### config.mk
export PLATFORM = sky130hd
export DESIGN_NAME = pipeline_hazard_ctrl
export DESIGN_NICKNAME = d
export VERILOG_FILES = /design/src/rtl/pipeline_hazard_ctrl.sv
export SDC_FILE = /design/constraint.sdc
export NUM_CORES = 1
export LEC_CHECK = 0
export CAP_MARGIN = 10
export CORE_UTILIZATION = 30
export CTS_BUF_LIST = sky130_fd_sc_hd__clkbuf_16
export DETAILED_ROUTE_END_ITERATION = 10
export HOLD_SLACK_MARGIN = 0.02
export PLACE_DENSITY = 0.63
export SLEW_MARGIN = 20
export SYNTH_ARGS = -nofsm -noshare
export SYNTH_HDL_FRONTEND = slang
export SYNTH_SLANG_ARGS = --single-unit
export TNS_END_PERCENT = 30
### constraint.sdc
create_clock -name clk -period 2.8 [get_ports clk]
set_input_delay 0.28 -clock clk [delete_from_list [all_inputs] [get_ports clk]]
set_output_delay 0.28 -clock clk [all_outputs]
set_load 0.03 [all_outputs]
### src/rtl/pipeline_hazard_ctrl.sv
// pipeline_hazard_ctrl: forwarding, stall/flush and data-memory wait sequencing for the 5-stage ARM pipeline
module pipeline_hazard_ctrl #(
  parameter int          MEM_TIMEOUT = 16,
  parameter logic [31:0] STALL_INIT  = '0
) (
  input  logic        clk,
  input  logic        reset,
  input  logic [3:0]  RA1D,
  input  logic [3:0]  RA2D,
  input  logic [3:0]  RA1E,
  input  logic [3:0]  RA2E,
  input  logic [3:0]  WA3E,
  input  logic [3:0]  WA3M,
  input  logic [3:0]  WA3W,
  input  logic        RegWriteE,
  input  logic        RegWriteM,
  input  logic        RegWriteW,
  input  logic        MemtoRegE,
  input  logic        branchLinkW,
  input  logic        PCSrcD,
  input  logic        PCSrcE,
  input  logic        PCSrcM,
  input  logic        PCSrcW,
  input  logic        BranchTakenE,
  input  logic        MemReqM,
  input  logic        MemReadyM,
  input  logic        ErrClr,
  output logic [1:0]  ForwardAE,
  output logic [1:0]  ForwardBE,
  output logic        StallF,
  output logic        StallD,
  output logic        StallE,
  output logic        StallM,
  output logic        FlushD,
  output logic        FlushE,
  output logic        FlushW,
  output logic        MemErr,
  output logic [31:0] StallCycles
);
  localparam logic [15:0] TO = 16'(MEM_TIMEOUT);
  typedef enum logic {RUN, WAIT} state_t;
  state_t state;
  logic [15:0] cnt;
  logic at_limit, mem_stall, timeout, ldr_stall, pc_wr_pending;
  function automatic logic [1:0] fwd(input logic [3:0] ra);
    return ra == 4'd15 ? 2'b00 :
           (RegWriteM && ra == WA3M) ? 2'b10 :
           ((RegWriteW && ra == WA3W) || (branchLinkW && ra == 4'd14)) ? 2'b01 : 2'b00;
  endfunction
  always_comb begin
    at_limit      = state == WAIT && cnt == TO;
    mem_stall     = MemReqM & ~MemReadyM & ~at_limit;
    timeout       = at_limit & ~MemReadyM;
    ldr_stall     = MemtoRegE & RegWriteE & (RA1D == WA3E || RA2D == WA3E);
    pc_wr_pending = PCSrcD | PCSrcE | PCSrcM;
    ForwardAE     = reset ? 2'b00 : fwd(RA1E);
    ForwardBE     = reset ? 2'b00 : fwd(RA2E);
    StallF        = reset ? 1'b0 : mem_stall ? 1'b1 : timeout ? 1'b0 : ldr_stall | pc_wr_pending;
    StallD        = reset ? 1'b0 : mem_stall ? 1'b1 : timeout ? 1'b0 : ldr_stall;
    StallE        = ~reset & mem_stall;
    StallM        = ~reset & mem_stall;
    FlushD        = reset | (~mem_stall & (pc_wr_pending | PCSrcW | BranchTakenE));
    FlushE        = reset | (~mem_stall & (ldr_stall | BranchTakenE));
    FlushW        = reset | mem_stall | timeout;
  end
  always_ff @(posedge clk) begin
    if (reset) begin
      state       <= RUN;
      cnt         <= '0;
      MemErr      <= 1'b0;
      StallCycles <= STALL_INIT;
    end else begin
      if (state == RUN) begin
        if (mem_stall) begin
          state <= WAIT;
          cnt   <= 16'd1;
        end
      end else if (MemReadyM || timeout) begin
        state <= RUN;
        cnt   <= '0;
      end else begin
        cnt <= cnt + 16'd1;
      end
      MemErr <= timeout | (MemErr & ~ErrClr);
      if (StallD && StallCycles != '1) StallCycles <= StallCycles + 32'd1;
    end
  end
endmodule

==> flow_summary_export.csv <==
group,metric,value,unit
sta,slew_headroom,60.85,%
worst_setup_path,cp-start-kind,"flip-flop",
floorplanning,die_area,10660,um2
yosys,synth_flop_cell,"dfxtp_1",
worst_setup_path,crit_required,2.52,ns
power,power.share.sequential,41.9,%
power,switchingPower,384.0,uW
detailed_routing,drc,0,
sta,fin_crit,2.612,ns
final_layout,finalNetCount,509,
final_layout,n_antenna_cell,0,
grt,antenna_found_initial,0,
power,clkPwrFrac,45.4,%
yosys,synth.avg_cell_area,8.090,um2
power,p_leak,1.371,nW
final_layout,final_util,43.21,%
sta,finalCritPeriodShare,93.30,%
detailed_routing,vias_per_cell,5.370,
sta,max_freq,382.8,MHz
yosys,synth_edf_count,0,
detailed_routing,wire_per_inst,14.52,um
detailed_routing,initialDrtViolationCount,159,
yosys,yosys.area.top_type,"dfxtp_1",
power,p_per_area,402.9,nW/um2
clock_network,cts_setup_buffers,0,
hold_path,min_path_type,"flip-flop to flip-flop",
power,power,1.717,mW
yosys,seq_area_frac_synth,32.56,%
worst_setup_path,cp_max_fo,5,
final_layout,multi_input_area,1943,um2
sta,setup_tns,0,ns
power,p_int,1.333,mW
power,ir_drop,0.0002493,V
yosys,synth.most_common_cell,"dfxtp_1",
floorplanning,die_x,103.2,um
power,combPwrFrac,12.7,%
clock_network,cts_tree,"yes",
yosys,synth_seq_cells,50,
yosys,syn-cell-area,3074,um2
yosys,synth_cell_types,52,
grt,overflow,0,
yosys,synthArstFlopShare,0,%
power,swShare,22.36,%
sta,maxSlewViolCount,0,
clock_network,clk_latency,0.29,ns
placed_design,dpl_cell_area,4068,um2
worst_setup_path,critPathCaptureType,"output pin",
sta,rsz0062_at_grt,"false",
worst_setup_path,reg2reg_depth,9,
final_layout,fillers,966,
yosys,yosys-top-cells-count,"dfxtp_1, nor2_1, nand2_1",
worst_setup_path,arrival,2.33,ns
yosys,synth_top_area_share,32.56,%
final_layout,regArea,1001,um2
clock_network,clk_pin_slew,0.07,ns
yosys,synth.area.top_cells,"dfxtp_1, xnor2_1, a21oi_1, nor2_1, o21ai_0",
sta,hold_slack,0.4784,ns
sta,hold_viol_final,0,
sta,skew,0.003953,ns
flow_run,drv_cap,0,
yosys,ys_warn_count,0,
yosys,synth_fp_nets,426,
detailed_routing,final_antenna_net_count,0,
placed_design,gp_congestion,0.8086,
yosys,syn_inst,380,
clock_network,cts_max_level,2,
worst_setup_path,crit_type,"flip-flop to output pin",
grt,grt_pass1_wl,14.20,mm
sta,worst_pin_slew,0.5819,ns
detailed_routing,drtPass1Iterations,4,
clock_network,ctsHoldBuffers,0,
run_status,status,"completed",
clock_network,root_buffer,"clkbuf_16",
floorplanning,ios,87,
floorplanning,die_h,103.2,um
clock_network,numClockSinks,50,
final_layout,drive_above_1_share,7.543,%
hold_path,min_path_cells,2,
grt,grt_pass1_vias,3001,
detailed_routing,wl,8.671,mm
grt,grt_max_degree,58,
placed_design,io_buffers,86,
sta,final-setup-viol-count,0,
floorplanning,start_util,31.16,%
floorplanning,row_count,36,
clock_network,clk_path_buf_depth,2,
floorplanning,core-area,9864,um2
final_layout,syn_to_final_growth,38.67,%
grt,grt_use_total,16.80,%
final_layout,fin_area,4263,um2
placed_design,place_hpwl,6.400,mm
detailed_routing,via_count,3206,
clock_network,tritoncts.num_buffers,5,
## per-layer routing
layer	global-route usage [%]	vias up	part of all wire, %
met5	0	-	0
met4	4.659	0	1.5
met3	2.755	13	4.6
met2	29.44	94	49
met1	21.31	1501	45
li1	-	1598	-
## state kept, by name, indices dropped and copies added (netlist names)
signal       cells
MemErr           1
StallCycles     32
state            1
cnt             16
## worst max-delay path, stage by stage, from the launching register on
cell	delay, ns
dfxtp_1	0.35
inv_1	0.07
ha_1	0.17
nor4bb_4	0.32
and4_4	0.31
a21oi_2	0.08
a21oi_4	0.24
o21ai_0	0.13
dlygate4sd2_1	0.37
## timing repair
action,in CTS,in global routing
endpoints found under the setup margin,4,2
resized for setup,4,2
hold endpoints to repair,0,0
## power groups by stage
stage / logic (mW) / registers (mW) / clock network [mW]
floorplan: 0.107 / 0.736 / 0
CTS: 0.217 / 0.719 / 0.790
finish: 0.218 / 0.719 / 0.780
global route: 0.236 / 0.719 / 0.817
detailed placement: 0.218 / 0.735 / 0
global placement: 0.217 / 0.735 / 0
## logic make-up after synthesis
group / Yosys count / synth area share (%)
compound gates: 89 / 19.01
xor+xnor: 28 / 7.977
fa+ha+maj: 3 / 1.221
buf+inv: 29 / 4.517
flops: 50 / 32.56
mux: 6 / 2.198
simple gates: 175 / 32.52
## placed cells by master, fill, tap and decap left out, types with 2 or more instances in the layout
cell,synthesis,routed
a21oi_1,25,25
a22o_1,2,2
a31o_2,2,2
a41oi_1,5,5
and2_1,3,3
and3_1,10,10
and4_1,3,3
buf_4,6,6
bufinv_16,0,2
clkbuf_16,0,5
clkdlybuf4s50_1,0,80
dfxtp_1,50,50
dlygate4sd2_1,0,4
ha_1,3,3
inv_1,12,12
mux2_1,2,2
mux2_2,4,4
nand2_1,27,27
nand2b_1,4,4
nand3_1,21,21
nand4_1,17,17
nor2_1,32,32
nor2b_1,6,6
nor3_1,10,10
nor3b_1,2,2
nor4_1,7,7
nor4_2,3,3
o21ai_0,23,23
o22ai_1,2,2
o311ai_0,5,5
o31ai_1,13,13
o41ai_1,5,5
or2_2,2,2
or3_1,7,7
or4_1,12,12
xnor2_1,19,19
xor2_1,9,9
## final timing paths
kind | slack (ns) | end | from
max reg2reg | 0.35 | StallCycles[18]$_SDFFE_PP0P_ | cnt[0]$_SDFFE_PP0P_
max | 0.19 | StallF | cnt[0]$_SDFFE_PP0P_
min reg2reg | 0.48 | MemErr$_SDFF_PP0_ | MemErr$_SDFF_PP0_
min | 0.48 | MemErr$_SDFF_PP0_ | MemErr$_SDFF_PP0_
## through the flow
stage / cells / setup WS (ns)
finish: 597 / 0.1876
CTS: 597 / 0.08865
detailed placement: 589 / 0.2070
global placement: 589 / 0.2510
global route: 597 / 0.04066
floorplan: 380 / 0.4038
## layout make-up
type                            instances  area share [%]
Timing Repair Buffer                   93           21.54
Tap cell                              133           3.904
Sequential cell                        50           23.48
Clock buffer                            5           2.935
Clock inverter                          3           1.497
Multi-Input combinational cell        301           45.58
Inverter                               12           1.057
Note: power is estimated with default switching activity, not from simulation.
